==> config.mk <==
export PLATFORM = sky130hd
export DESIGN_NAME = alu_ctrl
export DESIGN_NICKNAME = d
export VERILOG_FILES = /design/src/rtl/alu_ctrl.sv
export SDC_FILE = /design/constraint.sdc
export NUM_CORES = 1
export LEC_CHECK = 0
export CORE_ASPECT_RATIO = 1.75
export CORE_UTILIZATION = 44
export DETAILED_ROUTE_END_ITERATION = 12
export SLEW_MARGIN = 20
export SYNTH_ARGS = -nofsm -noshare
export SYNTH_HDL_FRONTEND = slang
export SYNTH_SLANG_ARGS = --single-unit
==> constraint.sdc <==
create_clock -name clk -period 5.9 [get_ports clk]
set_input_delay 1.18 -clock clk [delete_from_list [all_inputs] [get_ports clk]]
set_output_delay 1.18 -clock clk [all_outputs]
set_load 0.02 [all_outputs]
==> src/rtl/alu_ctrl.sv <==
// rtl/alu_ctrl.sv - register-file sequencer driving an external combinational ALU
//
// Purpose: accepts 16-bit instructions {opcode, rd, ra, rb}, reads two operands
// from a 16 x WIDTH register file, presents them to an external ALU, captures
// the ALU result and writes it back. Fixed IDLE -> EXEC -> WB sequence, one
// instruction per three cycles, done/err pulses two cycles after the handshake.
//
// Ports:
//   clk, rst_n            clock, asynchronous active-low reset
//   instr_valid/_ready    instruction handshake (ready only in IDLE)
//   instr[15:0]           [15:12] opcode, [11:8] rd, [7:4] ra, [3:0] rb
//   alu_op/alu_a/alu_b    registered operation and operands to the ALU
//   alu_y                 combinational ALU result
//   done / err            one-cycle retire pulses (written / illegal)
//   dbg_addr / dbg_data   combinational register file debug read
//
// Configuration macro: ALU_CTRL_LOADI_EN
//   defined   -> opcode 4'hF loads rf[rd] = zero-extended {ra, rb}
//   undefined -> opcode 4'hF is illegal like any opcode above 4'h7

module alu_ctrl #(
    parameter int WIDTH = 32
) (
    input  logic             clk,
    input  logic             rst_n,
    input  logic             instr_valid,
    output logic             instr_ready,
    input  logic [15:0]      instr,
    output logic [3:0]       alu_op,
    output logic [WIDTH-1:0] alu_a,
    output logic [WIDTH-1:0] alu_b,
    input  logic [WIDTH-1:0] alu_y,
    output logic             done,
    output logic             err,
    input  logic [3:0]       dbg_addr,
    output logic [WIDTH-1:0] dbg_data
);

    typedef enum logic [1:0] {
        IDLE = 2'd0,
        EXEC = 2'd1,
        WB   = 2'd2
    } state_t;

    state_t           state_q, state_d;
    logic [WIDTH-1:0] rf_q [16];
    logic [3:0]       alu_op_q, alu_op_d;
    logic [WIDTH-1:0] alu_a_q, alu_a_d;
    logic [WIDTH-1:0] alu_b_q, alu_b_d;
    logic [3:0]       rd_q, rd_d;
    logic [WIDTH-1:0] res_q, res_d;
    logic             done_q, done_d;
    logic             err_q, err_d;
    logic             wr_en;
    logic             legal;
`ifdef ALU_CTRL_LOADI_EN
    logic [7:0]       imm_q, imm_d;
`endif

    // rf_q[0] is only ever reset and never written, so it always reads 0.
    assign dbg_data    = rf_q[dbg_addr];
    assign instr_ready = (state_q == IDLE);
    assign alu_op      = alu_op_q;
    assign alu_a       = alu_a_q;
    assign alu_b       = alu_b_q;
    assign done        = done_q;
    assign err         = err_q;

`ifdef ALU_CTRL_LOADI_EN
    assign legal = ~alu_op_q[3] | (alu_op_q == 4'hF);
`else
    assign legal = ~alu_op_q[3];
`endif

    always_comb begin
        state_d  = state_q;
        alu_op_d = alu_op_q;
        alu_a_d  = alu_a_q;
        alu_b_d  = alu_b_q;
        rd_d     = rd_q;
        res_d    = res_q;
        done_d   = 1'b0;
        err_d    = 1'b0;
        wr_en    = 1'b0;
`ifdef ALU_CTRL_LOADI_EN
        imm_d    = imm_q;
`endif
        case (state_q)
            IDLE: begin
                if (instr_valid) begin
                    state_d  = EXEC;
                    alu_op_d = instr[15:12];
                    rd_d     = instr[11:8];
                    // Previous writeback landed on the edge entering IDLE, so
                    // these reads already see it.
                    alu_a_d  = rf_q[instr[7:4]];
                    alu_b_d  = rf_q[instr[3:0]];
`ifdef ALU_CTRL_LOADI_EN
                    imm_d    = instr[7:0];
`endif
                end
            end
            EXEC: begin
                state_d = WB;
`ifdef ALU_CTRL_LOADI_EN
                if (alu_op_q == 4'hF)
                    res_d = {{(WIDTH-8){1'b0}}, imm_q};
                else
                    res_d = alu_y;
`else
                res_d = alu_y;
`endif
            end
            WB: begin
                state_d = IDLE;
                // Pulses are registered so they appear with the write, two
                // edges after the handshake edge.
                if (legal) begin
                    wr_en  = 1'b1;
                    done_d = 1'b1;
                end else begin
                    err_d  = 1'b1;
                end
            end
            default: state_d = IDLE;
        endcase
    end

    always_ff @(posedge clk or negedge rst_n) begin
        if (!rst_n) begin
            state_q  <= IDLE;
            alu_op_q <= '0;
            alu_a_q  <= '0;
            alu_b_q  <= '0;
            rd_q     <= '0;
            res_q    <= '0;
            done_q   <= 1'b0;
            err_q    <= 1'b0;
`ifdef ALU_CTRL_LOADI_EN
            imm_q    <= '0;
`endif
            for (int i = 0; i < 16; i++) rf_q[i] <= '0;
        end else begin
            state_q  <= state_d;
            alu_op_q <= alu_op_d;
            alu_a_q  <= alu_a_d;
            alu_b_q  <= alu_b_d;
            rd_q     <= rd_d;
            res_q    <= res_d;
            done_q   <= done_d;
            err_q    <= err_d;
`ifdef ALU_CTRL_LOADI_EN
            imm_q    <= imm_d;
`endif
            if (wr_en && (rd_q != 4'd0)) rf_q[rd_q] <= res_q;
        end
    end

endmodule
* Word-level counts from Yosys, hierarchy flattened
Index checks and enable logic that the tools add are counted.
Storage, ports and cells: bits of input ports 55, output and inout bits 103, word-level logic and storage cells 59, flip-flop bits (word level) 620
Operators by class: bitwise operators 4, eq/ne operators 3, order comparisons 5, mux-type cells 18, reduce and logical (&&, ||, !) cells 5
Operators by type and width (count):
- bitwise mux 512 bit | 1
- binary-select mux 32 bit (select 4 bit) | 3
- 2-to-1 mux 32 bit | 7
- demux 32 bit (select 4 bit) | 1
- >= comparator 5 bit (second input constant) | 4
- NOT 4 -> 5 bit | 4
- < comparator 5 x 1 -> 1 bit (second input constant) | 1
- 2-to-1 mux 1 bit | 4
- case mux 2 bit (2 select lines) | 1
- nonzero test 4 bit | 1
- equality test 2 x 1 -> 1 bit (second input constant) | 1
- equality test 2 bit (second input constant) | 1
- logical AND 1 bit | 2
- zero test 2 bit | 1
- 2-to-1 mux 2 bit | 1
- != test 2 bit (second input constant) | 1
- AND reduction 2 bit | 1

* Longest topological paths before layout
Gate-level depths: netlist of run 1.
word-level depth 6, depth in mapped cells 8, mapped depth without buffers 5

* Worst setup path after synthesis of run 1
Ideal clock, no wire load.
path type input -> output, from input port dbg_addr[0], to output port dbg_data[0], setup slack 1945 ps, arrival 2775 ps, data required time 4720 ps, buffers on the path 2, stages on the path 4, path through clkbuf_1 buf_2 mux4_2 mux4_2
Between the ends: longest elaborated chain between the ends 4
Ends and longest elaborated chain:
- start: declaration | line 35 | input logic [3:0] dbg_addr,
- NOT 4 -> 5 bit (implied by the code) | line 61 | assign dbg_data = rf_q[dbg_addr];
- binary-select mux 32 bit (select 4 bit) | line 61
- 2-to-1 mux 32 bit (implied by the code) (2 in a row) | line 61
- end: declaration | line 36 | output logic [WIDTH-1:0] dbg_data
Every way passes these cells. The select of a mux whose other input is x is not followed.

* Worst setup path after layout of run 1
from input port dbg_addr[0], to output port dbg_data[14]
The elaborated chain is that of the path after synthesis.

==> impl_results.md, run 1 <==
* Core box area at about 80000 µm²
* Via/cell ratio at between 6 and 7
* M1 GR Usage at 0.348
* GRT met3 Usage at 0.0444
* CTS tree: built
* Synth-to-Final Area Change at 12.4%
* Final setup viols at 0
* Buffers and inverters on the worst path at 3
* Placed Instances at around 3200
* Setup_tns at 0 ns
* Startpoint Class: primary input
* Postcts setup bufs at 0
* R2r setup slk at about 2.8 ns
* Clock-pin transition on the worst setup and hold timing paths at roughly 0.06 ns
* Clock Tree Buf Depth at 3
* Clock power share at 0.255
* Period utilization at 0.818
* Reg power frac at 0.456
* Critical Path RT at between 4 and 5 ns
* Cell Area, Synth at between 30000 and 40000 µm²
* Initial Util at 0.446
* Layout Skew at between 0.02 and 0.03 ns
* Combinational Power Share at 0.289
* Total CTS buffers at 60
* Drt initial violations at between 1500 and 2000
* Initial antenna violation count at 1
* Per-cell routed wire length at approximately 33 µm
* Syn Inst Count at about 2300
* Min-delay worst type: flop to flop
* Drt first pass iters at 5
* Internal Power at 10.8 mW
* Global-route wire length before repair at around 160000 µm
* Synth Warn # at 0
* Critical-path cell list: clkbuf_8 > buf_12 > mux4_2 > mux4_2 > clkdlybuf4s50_1
* Cell variety after synth at 37
* I/O pin total at 158
* Slowest CP cell: clkdlybuf4s50_1
* Sw power at 5.20 mW
* FMAX at about 210 MHz
* Syn_area_per_cell at between 15 and 20 µm²
* FF-to-FF Start: state_q[0]
* Synth Net Count at between 2000 and 2500
* GRT Util Overall at 0.278
* Worst vdd ir at ~240 µV
* Die area at about 80000 µm²
* Hold path depth at 0
* Hold Startpoint: rf_q[486]
* Cts repair resizes at 0
* Leak Pwr at 17.2 nW
* RSZ-0062 raised after global routing: false
* Crit path kind: primary input to output pin
* Crit. End Element: output pin
* Post-synthesis sequential area ratio at 0.448
* Final wirelength at 110000 µm
* Post-route antenna net violation count at 0
* Post-DP HPWL at approximately 65000 µm
* Clock root cell: clkbuf_16
* Final non-filler cell total at 3354
* Setup WS pre-CTS at between 1 and 1.5 ns
* Max Slew Vio Count at 0
* Die Ht at around 370 µm
* Cell mode on critical path: mux4_2
* Min Tclk post-route at around 4.8 ns
* CP max FO at 36
* Endpoint of the worst register-to-register path: rf_q[338]
* Slew @ Worst Pin at about 1.1 ns
* Cell Pwr Density at 411 nW/µm²
* Largest net degree at the start of global routing at around 160
* Layout Nets at about 2300
* Crit path largest cell delay at 0.56 ns
* Vias at 22300
* RePlAce Congestion at around 0.82
* Vias in the first global route at between 20000 and 25000
* Switching share of power at 0.325
* TritonCTS Sinks at between 600 and 700
* Chip width at 214 µm
* GR Overflow Total at 0
* Final worst setup slack at roughly 1.1 ns
* Final design utilization at 0.501
* Final hold vios at 0
* Status: finished clean
* IO Port Bufs at roughly 160
* Arr. time, crit path at ~3.7 ns
* Fraction of layout cells with a size suffix above 1 at 0.454
* Worst-skew pair later-pin latency at roughly 0.65 ns
* Row count at roughly 140
* Overall Power at 16.0 mW
* Post-synthesis register bit count at 620
* Reg2reg path depth at 5
* CP delay by family, top: buffers and inverters
* Number of max-cap violations at 0
* CTS H-tree lvls at 2
* Routing usage on met2 at 0.472
* DR DRC count at 0
* Ant diodes at 0
* Hold_buf cts at 0
* Gr busiest metal: met2
* Worst slew margin at 0.242
* Hold endpoint: rf_q[486]
-- cell usage after synthesis (all sizes together) --
library cell  instances  area share
and3b                 2     0.00058
mux2                530        0.18
o211ai                2     0.00043
nand3                 2     0.00029
mux2i               238       0.069
nand3b                1     0.00022
nor3                  1     0.00029
nand2b                1     0.00018
mux4                330        0.21
o21ai                64      0.0092
dfrtp               620        0.45
or2b                  1     0.00022
clkbuf              132       0.014
buf                 121       0.022
inv                   3     0.00032
and2                  2     0.00036
a22oi               102       0.022
a2bb2oi               2     0.00051
nor3b                 1     0.00054
nor2b                 6      0.0011
nand2                35      0.0038
a221oi               44       0.011
or3b                  2     0.00058
and2b                 1     0.00025
nand4bb               2     0.00065
and3                  1     0.00022
nor2                 12      0.0027
-- how the worst max path moves through the flow --
stage,from,end,slack [ns],depth (start not counted)
floorplan,dbg_addr[0],dbg_data[0],1.95,4
global placement,dbg_addr[0],dbg_data[14],1.07,5
detailed placement,dbg_addr[0],dbg_data[9],1.04,5
CTS,dbg_addr[0],dbg_data[9],1.04,5
global route,dbg_addr[0],dbg_data[14],0.96,5
finish,dbg_addr[0],dbg_data[14],1.07,5
-- worst register-to-register path, delay by kind of cell, from the launching register on --
| family | cells | cell delay [ns] |
|---|---|---|
| buffers and inverters | 1 | 0.54 |
| flip-flops | 1 | 0.47 |
| multiplexers | 1 | 0.42 |
| AND/OR/NAND/NOR | 3 | 1.59 |
-- power groups by stage --
stage,Sequential (mW),Clock (mW),Combinational (mW)
floorplan,6.69,0,3.41
global placement,7.26,0,4.52
detailed placement,7.32,0,4.65
CTS,7.25,4.18,4.67
global route,7.48,4.34,4.94
finish,7.31,4.09,4.63
-- sequential cells by signal, indices dropped and copies added (netlist names) --
signal,count
done,1
alu_b,32
err,1
alu_a,32
state_q,2
alu_op,4
rd_q,4
res_q,32
rf_q,512
-- layout make-up --
class	count	area, µm²
timing repair buffer	210	2110
multi-input combinational	1382	18000
clock inverter	27	323
inverter	3	11.3
fill	6595	38700
tap	1027	1280
clock buffer	85	1740
sequential	620	15500
-- stage by stage --
step	instance area, µm²	hold slack [ns]
2_1_floorplan	34700	0.458
3_3_place_gp	36900	0.398
3_5_place_dp	36900	0.407
4_1_cts	39000	0.423
5_1_grt	39000	0.438
6_report	39000	0.424
-- cell families after synthesis --
kind of cell / share of synthesized area
AOI/OAI and AO/OA: 0.0434
buffers and inverters: 0.0371
DFF: 0.448
muxes: 0.460
and+or+nand+nor: 0.0120
-- layer usage --
layer  up-vias  routed length (µm)
li1       8918                   -
met5         -                  13
met1     12200               42600
met3       278                6210
met4         2                5550
met2       952               55700
-- placed cells by master, fill, tap and decap left out, types with 3 or more instances in the layout --
cell	Yosys	routed
mux4_2	330	330
clkbuf_1	132	12
bufinv_16	0	7
nor2_2	0	3
clkbuf_16	0	61
clkinv_2	0	16
clkdlybuf4s50_1	0	146
a22oi_1	102	102
mux2_4	40	40
nor2_4	0	3
buf_8	6	3
mux2_2	488	488
buf_4	22	48
nor2_1	9	3
mux2i_1	238	238
nand2_4	0	6
o21ai_0	64	64
a221oi_1	44	44
buf_12	3	11
nand2_1	35	27
dfrtp_1	620	620
nor2b_2	0	4
clkbuf_8	0	13
nor2_8	3	3
Power figures use the tool's default switching activity.
==> run 2: changes to the inputs <==
==> constraint.sdc (replaced) <==
create_clock -name clk -period 4.3 [get_ports clk]
set_input_delay 0.86 -clock clk [delete_from_list [all_inputs] [get_ports clk]]
set_output_delay 0.86 -clock clk [all_outputs]
set_load 0.02 [all_outputs]
==> run 2 against run 1 <==
Net effect:
- worst hold slack lost 0.24 ns
- largest power group unchanged
- sequential power rose by 37%
- first-iteration DRC count up 14%
- critical path depth unchanged
- clock power rose by 44%
- count of clock-buffer cells in the layout is 15 higher
- final area grew 1.2%
- combinational power rose by 38%
- highest routed layer unchanged
==> impl_results.md, run 2 (same netlist as run 1, synthesis figures left out) <==
* Per-cell routed wire length at about 33 µm
* Clock-pin transition on the worst setup and hold timing paths at ~0.060 ns
* DR DRC count at 0
* CTS H-tree lvls at 3
* Ant diodes at 0
* Cell Pwr Density at roughly 570 nW/µm²
* Chip width at between 200 and 250 µm
* Period utilization at 0.924
* Most frequent cells in the layout: 620 x dfrtp_1, 488 x mux2_2, 330 x mux4_2, 238 x mux2i_1, 146 x clkdlybuf4s50_1
* Drt first pass iters at 5
* Synth-to-Final Area Change at 13.8%
* I/O pin total at around 160
* Vias at ~23000
* Final non-filler cell total at about 3400
* Number of max-cap violations at 0
* Largest net degree at the start of global routing at around 110
* Initial antenna violation count at 2
* Fraction of layout cells with a size suffix above 1 at 0.461
* CTS tree: built
* Crit path kind: primary input to output pin
* Startpoint Class: primary input
* Post-DP HPWL at roughly 70000 µm
* Initial Util at 0.446
* TritonCTS Sinks at 620
* Worst hold margin at 0.184 ns
* Worst-skew pair later-pin latency at approximately 0.64 ns
* RePlAce Congestion at around 0.85
* Global-route wire length before repair at about 170000 µm
* Total CTS buffers at 66
* GR Overflow Total at 0
* Final setup viols at 0
* RSZ-0062 raised after global routing: false
* Worst vdd ir at ~320 µV
* Setup_tns at 0 ns
* CP max FO at 40
* Drt initial violations at roughly 1900
* Min Tclk post-route at around 4.0 ns
* Status: finished clean
* Core box area at between 70000 and 80000 µm²
* Row count at around 140
* Largest register FFs at between 500 and 600
* Hold_buf cts at 0
* IO Port Bufs at 157
* Clock root cell: clkbuf_16
* Die Ht at roughly 370 µm
* FMAX at between 200 and 300 MHz
* Worst slew margin at 0.249
* Die area at approximately 80000 µm²
* Cts repair resizes at 0
* Crit. End Element: output pin
* Max Slew Vio Count at 0
* Final hold vios at 0
* Final design utilization at 0.508
* Layout Skew at around 0.016 ns
* Final wirelength at about 110000 µm
* Reg2reg path depth at 5
* Critical Path RT at 3.44 ns
* Vias in the first global route at 24500
* Via/cell ratio at about 6.7
* Placed Instances at around 3300
* Layout Nets at approximately 2400
* GRT Util Overall at 0.286
* Slew @ Worst Pin at roughly 1.1 ns
* Commonest non-fill, non-tap cell in the layout: dfrtp_1
* Leak Pwr at between 15 and 20 nW
* Arr. time, crit path at ~3.1 ns
* Post-route antenna net violation count at 0
* Clock Tree Buf Depth at 3
* Postcts setup bufs at 0
* Biggest register: rf_q
* Min-delay worst type: primary input to async pin
-- run 2: cell types whose count changed in the layout (fill, tap and decap cells not counted), sizes merged --
cell / before / now
buf: 63 / 97
bufinv: 7 / 4
clkbuf: 86 / 101
clkinv: 16 / 11
clkinvlp: 2 / 1
inv: 5 / 4
-- run 2: through the flow --
| stage | worst slack [ns] | area (µm²) | power [mW] |
|---|---|---|---|
| 2_1_floorplan | 0.985 | 34700 | 13.9 |
| 3_3_place_gp | 0.313 | 37200 | 16.2 |
| 3_5_place_dp | 0.302 | 37200 | 16.5 |
| 4_1_cts | 0.289 | 39400 | 22.5 |
| 5_1_grt | 0.258 | 39400 | 23.4 |
| 6_report | 0.328 | 39400 | 22.3 |
-- run 2: final timing paths --
kind | from | to | slack, ns
worst max-delay path | dbg_addr[0] | dbg_data[31] | 0.33
worst min-delay path | rst_n | rf_q[258] | 0.18
worst max register to register | state_q[0] | rf_q[31] | 1.39
worst min register to register | rf_q[497] | rf_q[497] | 0.42
max in group asynchronous | rst_n | rf_q[273] | 2.92
min in group clk | rf_q[497] | rf_q[497] | 0.42
-- run 2: area by class of cell --
type                       count  area (µm²)
tap                         1027        1280
clock inverter                17         195
fill                        6577       38300
timing repair buffer         244        2450
sequential                   620       15500
clock buffer                 100        2010
multi-input combinational   1382       18000
inverter                       3        11.3
-- run 2: power breakdown --
group          switching [mW]  internal, mW  leakage [nW]
clock                    2.44          3.46          1.09
combinational            2.40          3.99          8.04
sequential               2.39          7.66          8.31
total                    7.24          15.1          17.4
-- run 2: per-layer routing --
layer | track usage | routed length, µm
met5 | 0 | 22
met3 | 0.0518 | 7070
met2 | 0.476 | 56200
met1 | 0.352 | 42900
met4 | 0.156 | 6470
-- run 2: critical path, stage by stage --
cell and delay [ns]:
clkbuf_8 0.19, buf_12 0.33, mux4_2 0.57, mux4_2 0.55, clkdlybuf4s50_1 0.58
==> run 3: changes to the inputs <==
--- a/config.mk
+++ b/config.mk
@@ -7,6 +7,7 @@
 export LEC_CHECK = 0
 export CORE_ASPECT_RATIO = 1.75
 export CORE_UTILIZATION = 44
+export CTS_CLUSTER_SIZE = 14
 export DETAILED_ROUTE_END_ITERATION = 12
 export SLEW_MARGIN = 20
 export SYNTH_ARGS = -nofsm -noshare
==> results of run 3 <==
No change in the layout: final DEF, timing and power equal those of run 2.
